<file path="src/rtl/dds_pkg.sv">
// Shared types and constants for the DDS configuration sequencer.
package dds_pkg;

  // Field widths fixed by the byte-wide register map.
  localparam int CFG_FRE_W   = 24;
  localparam int CFG_AMP_W   = 16;
  localparam int CFG_DWELL_W = 16;

  typedef enum logic [2:0] {
    ST_IDLE  = 3'd0,
    ST_ARM   = 3'd1,
    ST_RUN   = 3'd2,
    ST_SWEEP = 3'd3,
    ST_DONE  = 3'd4
  } state_t;

  localparam logic [3:0] ADDR_WAVE   = 4'd0;
  localparam logic [3:0] ADDR_FREQ0  = 4'd1;
  localparam logic [3:0] ADDR_FREQ1  = 4'd2;
  localparam logic [3:0] ADDR_FREQ2  = 4'd3;
  localparam logic [3:0] ADDR_AMP0   = 4'd4;
  localparam logic [3:0] ADDR_AMP1   = 4'd5;
  localparam logic [3:0] ADDR_STEP0  = 4'd6;
  localparam logic [3:0] ADDR_STEP1  = 4'd7;
  localparam logic [3:0] ADDR_STEP2  = 4'd8;
  localparam logic [3:0] ADDR_STOP0  = 4'd9;
  localparam logic [3:0] ADDR_STOP1  = 4'd10;
  localparam logic [3:0] ADDR_STOP2  = 4'd11;
  localparam logic [3:0] ADDR_DWELL0 = 4'd12;
  localparam logic [3:0] ADDR_DWELL1 = 4'd13;
  localparam logic [3:0] ADDR_CTRL   = 4'd14;

  localparam int CTRL_SWEEP_EN = 0;
  localparam int CTRL_LOOP     = 1;

  localparam logic [7:0] WAVE_SIN = 8'd1;
  localparam logic [7:0] WAVE_SQU = 8'd2;
  localparam logic [7:0] WAVE_TRI = 8'd3;

  typedef struct packed {
    logic [7:0]             wave;
    logic [CFG_FRE_W-1:0]   freq_start;
    logic [CFG_AMP_W-1:0]   amp;
    logic [CFG_FRE_W-1:0]   step;
    logic [CFG_FRE_W-1:0]   stop;
    logic [CFG_DWELL_W-1:0] dwell;
    logic                   sweep_en;
    logic                   loop_en;
  } cfg_t;

  // Merge one register byte into a config image; unmapped addresses leave it untouched.
  function automatic cfg_t cfg_write(input cfg_t c, input logic [3:0] a, input logic [7:0] d);
    cfg_t r;
    r = c;
    case (a)
      ADDR_WAVE:   r.wave              = d;
      ADDR_FREQ0:  r.freq_start[7:0]   = d;
      ADDR_FREQ1:  r.freq_start[15:8]  = d;
      ADDR_FREQ2:  r.freq_start[23:16] = d;
      ADDR_AMP0:   r.amp[7:0]          = d;
      ADDR_AMP1:   r.amp[15:8]         = d;
      ADDR_STEP0:  r.step[7:0]         = d;
      ADDR_STEP1:  r.step[15:8]        = d;
      ADDR_STEP2:  r.step[23:16]       = d;
      ADDR_STOP0:  r.stop[7:0]         = d;
      ADDR_STOP1:  r.stop[15:8]        = d;
      ADDR_STOP2:  r.stop[23:16]       = d;
      ADDR_DWELL0: r.dwell[7:0]        = d;
      ADDR_DWELL1: r.dwell[15:8]       = d;
      ADDR_CTRL: begin
        r.sweep_en = d[CTRL_SWEEP_EN];
        r.loop_en  = d[CTRL_LOOP];
      end
      default: ;
    endcase
    return r;
  endfunction

endpackage

</file>
<file path="src/rtl/dds_cfg_regs.sv">
// Shadow register bank plus the pending snapshot taken on commit.
module dds_cfg_regs
  import dds_pkg::*;
(
  input  logic       clk,
  input  logic       rst,
  input  logic       wr_en,
  input  logic [3:0] wr_addr,
  input  logic [7:0] wr_data,
  input  logic       commit,
  output cfg_t       pend
);

  cfg_t shadow;
  cfg_t shadow_nxt;

  // Fold this cycle's write in first so a same-cycle commit captures it.
  always_comb begin
    shadow_nxt = shadow;
    if (wr_en) shadow_nxt = cfg_write(shadow, wr_addr, wr_data);
  end

  // Shadow follows writes in every state; pending only moves on commit.
  always_ff @(posedge clk) begin
    if (rst) begin
      shadow <= '0;
      pend   <= '0;
    end else begin
      shadow <= shadow_nxt;
      if (commit) pend <= shadow_nxt;
    end
  end

endmodule

</file>
<file path="src/rtl/dds_cfg_sequencer.sv">
// Applies committed DDS settings on a phase wrap and runs optional frequency sweeps.
//
// state | meaning
// IDLE  | nothing applied since reset
// ARM   | snapshot pending, waiting for wrap / timeout (or dds_en==0)
// RUN   | static config applied
// SWEEP | stepping fre_dat toward STOP
// DONE  | sweep finished, holding STOP
module dds_cfg_sequencer
  import dds_pkg::*;
#(
  parameter int FRE_W        = 24,
  parameter int AMP_W        = 16,
  parameter int DWELL_W      = 16,
  parameter int SYNC_TIMEOUT = 4096
) (
  input  logic             clk,
  input  logic             rst,
  input  logic             wr_en,
  input  logic [3:0]       wr_addr,
  input  logic [7:0]       wr_data,
  input  logic             commit,
  input  logic             phase_wrap,
  output logic [7:0]       pic_dat,
  output logic [FRE_W-1:0] fre_dat,
  output logic [AMP_W-1:0] amp_dat,
  output logic             dds_en,
  output logic             busy,
  output logic             sweep_done
);

  localparam int TMR_W = (SYNC_TIMEOUT > 2) ? $clog2(SYNC_TIMEOUT) : 1;

  cfg_t               pend;
  state_t             state;
  logic [TMR_W-1:0]   sync_tmr;
  logic               apply_req;
  logic [DWELL_W-1:0] dwell_cnt;
  logic [FRE_W-1:0]   act_start;
  logic [FRE_W-1:0]   act_step;
  logic [FRE_W-1:0]   act_stop;
  logic [DWELL_W-1:0] act_dwell;
  logic               act_loop;
  logic               sweep_live;

  logic               sync_hit;
  logic               apply_now;
  logic               act_degen;
  logic               pend_degen;
  logic [FRE_W:0]     step_sum;
  logic [FRE_W-1:0]   step_fre;
  logic               step_fin;

  dds_cfg_regs u_regs (
    .clk     (clk),
    .rst     (rst),
    .wr_en   (wr_en),
    .wr_addr (wr_addr),
    .wr_data (wr_data),
    .commit  (commit),
    .pend    (pend)
  );

  // A DDS that is not yet running has no phase to protect, so apply at once.
  assign sync_hit   = !dds_en || phase_wrap || (sync_tmr == TMR_W'(SYNC_TIMEOUT - 1));
  assign apply_now  = (state == ST_ARM) && apply_req && !commit;
  assign act_degen  = (act_step == '0) || (act_start >= act_stop);
  assign pend_degen = (pend.step == '0) || (pend.freq_start >= pend.stop);

  // Each frequency is held max(DWELL,1) cycles; reload value is one less.
  function automatic logic [DWELL_W-1:0] dwell_load(input logic [DWELL_W-1:0] d);
    return (d == '0) ? '0 : d - 1'b1;
  endfunction

  // Next sweep frequency at dwell expiry; the extra sum bit catches overflow past 2^FRE_W.
  always_comb begin
    step_sum = {1'b0, fre_dat} + {1'b0, act_step};
    step_fre = fre_dat;
    step_fin = 1'b0;
    if (act_degen) begin
      step_fre = act_start;
      step_fin = ~act_loop;
    end else if (fre_dat == act_stop) begin
      step_fre = act_loop ? act_start : act_stop;
      step_fin = ~act_loop;
    end else if (step_sum > {1'b0, act_stop}) begin
      step_fre = act_stop;
      step_fin = ~act_loop;
    end else begin
      step_fre = step_sum[FRE_W-1:0];
    end
  end

  // Sequencer: sweep stepping keeps going in ARM until the new config lands; commit wins over DONE.
  always_ff @(posedge clk) begin
    if (rst) begin
      state      <= ST_IDLE;
      pic_dat    <= '0;
      fre_dat    <= '0;
      amp_dat    <= '0;
      dds_en     <= 1'b0;
      busy       <= 1'b0;
      sweep_done <= 1'b0;
      sync_tmr   <= '0;
      apply_req  <= 1'b0;
      dwell_cnt  <= '0;
      act_start  <= '0;
      act_step   <= '0;
      act_stop   <= '0;
      act_dwell  <= '0;
      act_loop   <= 1'b0;
      sweep_live <= 1'b0;
    end else begin
      if (sweep_live && !apply_now) begin
        if (dwell_cnt == '0) begin
          fre_dat   <= step_fre;
          dwell_cnt <= dwell_load(act_dwell);
          if (step_fin) begin
            sweep_live <= 1'b0;
            if (state == ST_SWEEP) begin
              state      <= ST_DONE;
              busy       <= 1'b0;
              sweep_done <= 1'b1;
            end
          end
        end else begin
          dwell_cnt <= dwell_cnt - 1'b1;
        end
      end

      case (state)
        ST_IDLE, ST_RUN, ST_DONE, ST_SWEEP: begin
          if (commit) begin
            state      <= ST_ARM;
            busy       <= 1'b1;
            sweep_done <= 1'b0;
            sync_tmr   <= '0;
            apply_req  <= 1'b0;
          end
        end
        ST_ARM: begin
          if (commit) begin
            sync_tmr  <= '0;
            apply_req <= 1'b0;
          end else if (apply_req) begin
            apply_req <= 1'b0;
            pic_dat   <= pend.wave;
            fre_dat   <= FRE_W'(pend.freq_start);
            amp_dat   <= AMP_W'(pend.amp);
            dds_en    <= 1'b1;
            act_start <= FRE_W'(pend.freq_start);
            act_step  <= FRE_W'(pend.step);
            act_stop  <= FRE_W'(pend.stop);
            act_dwell <= DWELL_W'(pend.dwell);
            act_loop  <= pend.loop_en;
            dwell_cnt <= dwell_load(DWELL_W'(pend.dwell));
            if (!pend.sweep_en) begin
              state      <= ST_RUN;
              busy       <= 1'b0;
              sweep_live <= 1'b0;
            end else if (pend_degen && !pend.loop_en) begin
              state      <= ST_DONE;
              busy       <= 1'b0;
              sweep_done <= 1'b1;
              sweep_live <= 1'b0;
            end else begin
              state      <= ST_SWEEP;
              sweep_live <= 1'b1;
            end
          end else begin
            sync_tmr <= sync_tmr + 1'b1;
            if (sync_hit) apply_req <= 1'b1;
          end
        end
        default: state <= ST_IDLE;
      endcase
    end
  end

endmodule

</file>
<file path="config.mk">
export PLATFORM = sky130hd
export DESIGN_NAME = dds_cfg_sequencer
export DESIGN_NICKNAME = d
export VERILOG_FILES = /design/src/rtl/dds_pkg.sv /design/src/rtl/dds_cfg_regs.sv /design/src/rtl/dds_cfg_sequencer.sv
export SDC_FILE = /design/constraint.sdc
export NUM_CORES = 1
export LEC_CHECK = 0
export BUFFER_PORTS_ARGS = -buffer_cell sky130_fd_sc_hd__buf_2
export CAP_MARGIN = 20
export CELL_PAD_IN_SITES_DETAIL_PLACEMENT = 0
export CELL_PAD_IN_SITES_GLOBAL_PLACEMENT = 2
export CORE_ASPECT_RATIO = 1.2
export CORE_MARGIN = 1.5
export CORE_UTILIZATION = 39
export CTS_CLUSTER_SIZE = 10
export DETAILED_ROUTE_END_ITERATION = 12
export HOLD_SLACK_MARGIN = 0.05
export PLACE_DENSITY = 0.8
export SKIP_CTS_REPAIR_TIMING = 1
export SLEW_MARGIN = 20
export SYNTH_ARGS = -nofsm -noshare
export SYNTH_HDL_FRONTEND = slang
export SYNTH_SLANG_ARGS = --single-unit
</file>
<file path="constraint.sdc">
create_clock -name clk -period 5.4 [get_ports clk]
set_input_delay 0.27 -clock clk [delete_from_list [all_inputs] [get_ports clk]]
set_output_delay 0.27 -clock clk [all_outputs]
set_load 0.02 [all_outputs]
</file>
After elaboration in Yosys (flattened, before gate mapping):

Index checks and enable logic that the tools add are counted.

* logic and storage cells: 170
* register bits: 401
* bits of input ports: 17
* output and inout port bits: 51

* reduce and logical (&&, ||, !) cells: 24
* bitwise gates (word level): 2
* $add $sub $neg: 5
* muxes and demuxes: 82
* order comparisons: 3
* equal/unequal tests: 22

Operator list (number)
* $mux 24: 9
* $mux 114: 1
* $mux 16: 7
* $mux 8: 14
* $ge 24x24->1: 2
* $logic_not 16->1: 3
* $logic_not 24->1: 2
* $sub 16x1->16 const B: 3
* $mux 12: 3
* $mux 1: 33
* $eq 4x4->1 const B: 7
* $mux 3: 9
* $add 24x24->25: 1
* $gt 25x24->1: 1
* $eq 24x24->1: 1
* $pmux 12 s2: 1
* $eq 4x3->1 const B: 4
* $add 12x1->12 const B: 1
* $eq 12x12->1 const B: 1
* $eq 4x2->1 const B: 2
* $eq 3x2->1 const B: 2
* $pmux 1 s2: 3
* $pmux 3 s2: 1
* $reduce_and 3->1: 2
* 15 further kinds: 25

Depth between registers and ports, before layout:

* depth in word-level cells: 13
* depth in mapped cells: 19
* mapped depth without buffers: 17

Cells and area by module:

From an unflattened synthesis, not the netlist that was laid out.

* cell total of the unflattened synthesis: 2431
* area total of the unflattened synthesis: 19707.7 sq um

Modules (own cells, without submodules)
* dds_cfg_sequencer: sequential area each 3463.3 sq um, area each 11325.9 sq um, instances 1, cells each 1499
* dds_cfg_regs: sequential area each 4564.4 sq um, area each 8381.8 sq um, instances 1, cells each 932

Least setup slack after synthesis:

No wires, ideal clock.

* path type: register to register
* start: register fre_dat[15]
* end: register fre_dat[20]
* library setup time: 0.119 ns
* arrival: 4.148 ns
* path buffers: 1
* clock period less this slack: 4.266 ns
* stages on the path, launching flop included: 18
* data required time: 5.281 ns
* slack: 1.134 ns
* cells stage by stage: dfxtp_1 ha_1 and3_1 buf_2 a221oi_1 o21ai_0 a311o_1 a41oi_1 xnor2_1 ha_1 nand4_1 nor2_2 nand3_2 a221o_1 a31oi_4 nand2_2 mux2_4 o221a_1

* longest elaborated chain between the ends: 10
* elaborated cells between the ends (all ways): 11
* those cells by class: add/sub: 1; order compare: 1; eq/ne: 1; mux: 8

RTL lines
* from (decl): RTL line dds_cfg_sequencer.sv:25 `output logic [FRE_W-1:0] fre_dat,`
* from (signal assigned): RTL line dds_cfg_sequencer.sv:116 `fre_dat <= step_fre;`
* from (signal assigned): RTL line dds_cfg_sequencer.sv:148 `fre_dat <= FRE_W'(pend.freq_start);`
* $add 24x24->25: RTL line dds_cfg_sequencer.sv:77 `step_sum = {1'b0, fre_dat} + {1'b0, act_step};`
* $gt 25x24->1: RTL line dds_cfg_sequencer.sv:86 `end else if (step_sum > {1'b0, act_stop}) begin`
* $mux 24: RTL line dds_cfg_sequencer.sv:86
* $mux 24 *: RTL line dds_cfg_sequencer.sv:83 `end else if (fre_dat == act_stop) begin`
* $mux 24 *: RTL line dds_cfg_sequencer.sv:80 `if (act_degen) begin`
* $mux 24 *: RTL line dds_cfg_sequencer.sv:115 `if (dwell_cnt == '0) begin`
* $mux 24 *: RTL line dds_cfg_sequencer.sv:114 `if (sweep_live && !apply_now) begin`
* $mux 24: RTL line dds_cfg_sequencer.sv:145 `end else if (apply_req) begin`
* $mux 24: RTL line dds_cfg_sequencer.sv:142 `if (commit) begin`
* $mux 24 *: RTL line dds_cfg_sequencer.sv:131 `case (state)`

Mark *: on every way between the ends. The rest lies on a longest branch, timed or not.
A chain may end at the register's enable or synchronous reset.

Worst setup path after layout:

* start: register fre_dat[1]
* end: register fre_dat[23]

The elaborated chain is that of the path after synthesis.

==> results.py <==
metrics = {
    "sta": {
        "finalHoldWorstSlack_ns": 0.0669,
        "finalCriticalPeriod_ns": 4.85,
        "max_freq_ghz": 0.206,
        "drv_slew": 0,
        "min_period_over_period": 0.898,
        "fin_ws_ns": 0.550,
        "setup_viol": 0,
        "worst_pin_slew_ns": 1.13,
        "grt_setup_unrepaired": "false",
        "hold_violations": 0,
        "slew_headroom": 0.249,
        "finClkSkew_ns": 0.0154,
        "setup_tns_ns": 0,
    },
    "route": {
        "wl_per_cell_um": 19.4,
        "drtIter0Drc": 924,
        "wl_um": 56200,
        "vias": 15800,
        "drc": 0,
        "via_per_inst": 5.45,
        "drtPass1Iterations": 5,
        "ant_nets": 0,
    },
    "cts": {
        "clock_path_buffers": 3,
        "cts_tree": "built",
        "htreeDepth": 2,
        "cts-root-buf": "clkbuf_16",
        "clock_sinks": 401,
        "cts_buffers": 47,
        "clk_latency_ns": 0.59,
        "path_clk_slew_ns": 0.06,
    },
    "setup_path": {
        "cp_max_fo": 17,
        "start_kind": "register",
        "reg2regPathDepth": 16,
        "rr_endpoint": "fre_dat[23]",
        "end_kind": "register",
        "r2r_slack_ns": 0.55,
        "rr_startpoint": "fre_dat[1]",
        "crit_type": "register to register",
        "cp.required_ns": 5.92,
        "critPathArrivalTime_ns": 5.37,
    },
    "synth": {
        "synth_fp_nets": 2377,
        "ys_warn_count": 0,
        "synth.distinct_cells": 91,
        "syn_area_mm2": 0.0192,
        "synth.avg_cell_area_um2": 8.48,
        "synthArstFlopShare": 0,
        "synth_edf_count": 0,
        "ys_seq_elements": 401,
        "seq_area_frac_synth": 0.419,
        "postSynthCellCount": 2259,
        "yosys_most_used_dff": "dfxtp_1",
    },
    "final_layout": {
        "final_cell_area_mm2": 0.0212,
        "drive_above_1_share": 0.0843,
        "nFillCells": 4867,
        "area_delta_synth_final_pct": 10.7,
        "num-nets-final": 2370,
        "multiInputGateArea_mm2": 0.0103,
        "seq_area_mm2": 0.00803,
    },
    "floorplanning": {
        "initial_core_util": 0.397,
        "die_x_um": 205,
        "rows": 88,
        "dieArea_mm2": 0.0505,
        "core_area_mm2": 0.0483,
        "ios": 68,
        "die_h_um": 246,
    },
    "place": {
        "port_buffers": 67,
        "placed_area_mm2": 0.0199,
        "place_congestion": 0.943,
        "dpl_worst_slack_ns": 0.585,
        "hpwlAfterDp_um": 39100,
    },
    "worst_hold_path": {
        "min_to": "apply_req",
        "hp-class": "primary input to register",
        "min-delay-start": "phase_wrap",
        "whs_path_depth": 5,
    },
    "grt": {
        "overflow": 0,
        "antenna_found_initial": 1,
        "grt_usage": 0.224,
        "grt_start_max_net_pins": 182,
        "grt_pass1_vias": 15200,
        "grt_pass1_wl_um": 88200,
    },
    "pwr": {
        "p_leak_nw": 8.31,
        "ir_drop_v": 0.000261,
        "p_per_area_mw_per_mm2": 321,
    },
    "job": {
        "maxCapViolCount": 0,
    },
    "status": {
        "status": "finished clean",
    },
}
area by class of cell:
type | instances | area share
antenna | 1 | 0.000118
clock buffer | 58 | 0.0583
clock inverter | 5 | 0.00307
inverter | 69 | 0.0122
multi-input combinational | 1648 | 0.486
sequential | 401 | 0.379
tap | 630 | 0.0372
timing repair buffer | 85 | 0.0247
routing by layer:
metal	wire, um	vias up	GRT usage
li1	-	7927	-
met1	27700	7463	0.322
met2	24500	320	0.343
met3	2230	86	0.0306
met4	1700	0	0.0754
met5	0	-	0
registers in the layout, indices dropped and copies added (netlist names):
signal	cells
act_dwell	16
act_loop	1
act_start	24
act_step	24
act_stop	24
amp_dat	16
apply_req	1
busy	1
dds_en	1
dwell_cnt	16
fre_dat	24
pic_dat	8
state	3
sweep_done	1
sweep_live	1
sync_tmr	12
u_regs.pend	114
u_regs.shadow	114
how the worst max path moves through the flow:
stage	startpoint	endpoint	slack, ns	cells past startpoint
global route	fre_dat[1]	fre_dat[9]	0.16	16
CTS	fre_dat[1]	fre_dat[9]	0.58	16
global placement	fre_dat[1]	fre_dat[9]	0.62	16
floorplan	fre_dat[15]	fre_dat[20]	1.13	17
detailed placement	fre_dat[1]	fre_dat[23]	0.59	16
finish	fre_dat[1]	fre_dat[23]	0.55	16
where the power goes:
part           internal (W)  switching (W)
clock network       0.00160        0.00122
registers           0.00304      0.0000780
logic              0.000299       0.000577
total               0.00493        0.00188
cells by family after synthesis:
family,Yosys count,share of synthesized area
compound gates,552,0.189
mux,116,0.0608
xor+xnor,77,0.0352
flops,401,0.419
buf+inv,210,0.0445
simple gates,802,0.185
fa+ha+maj,101,0.0663
per-stage QoR:
stage               utilization  power, W  cells
detailed placement        0.412   0.00405   2833
global placement          0.412   0.00405   2833
floorplan                     -   0.00379   2259
finish                    0.439   0.00681   2897
CTS                       0.439   0.00690   2896
global route              0.439   0.00709   2896
cells in the mapped netlist, drive strengths merged, types with 34 or more instances:
cell type    n  share of area
a211oi     126          0.050
ha         100          0.065
nand2      314          0.062
inv         69          0.014
nor3        37          0.011
xnor2       44          0.020
a21oi      212          0.056
dfxtp      401           0.42
o21ai       87          0.023
nor2       310          0.061
buf         34          0.010
clkbuf     107          0.021
mux2i      115          0.060
critical path, cell delays in order, from the launching register on:
cell and delay [ns]:
dfxtp_1 0.43, ha_1 0.29, a211oi_1 0.22, nor2_1 0.13, o211ai_1 0.37, o21ai_0 0.31
a221oi_1 0.41, xnor2_1 0.14, ha_1 0.34, nand4_2 0.10, nor3_2 0.26, nand2_1 0.07
o211ai_1 0.25, a31oi_4 0.18, a21oi_2 0.91, a221oi_1 0.18, a21oi_1 0.20
placed cells by master (no fill, tap or decap), drive strengths merged, types with 7 or more instances in the layout:
| cell type | n |
|---|---|
| a211oi | 126 |
| a21o | 15 |
| a21oi | 212 |
| a221oi | 23 |
| a22oi | 9 |
| a31oi | 7 |
| and3 | 11 |
| buf | 85 |
| clkbuf | 58 |
| dfxtp | 401 |
| ha | 100 |
| inv | 70 |
| mux2i | 115 |
| nand2 | 314 |
| nand2b | 13 |
| nand3 | 26 |
| nand4 | 19 |
| nor2 | 310 |
| nor3 | 37 |
| nor4 | 25 |
| o21a | 7 |
| o21ai | 87 |
| o22a | 10 |
| or3 | 9 |
| xnor2 | 44 |
| xor2 | 33 |
Power figures use the tool's default switching activity.
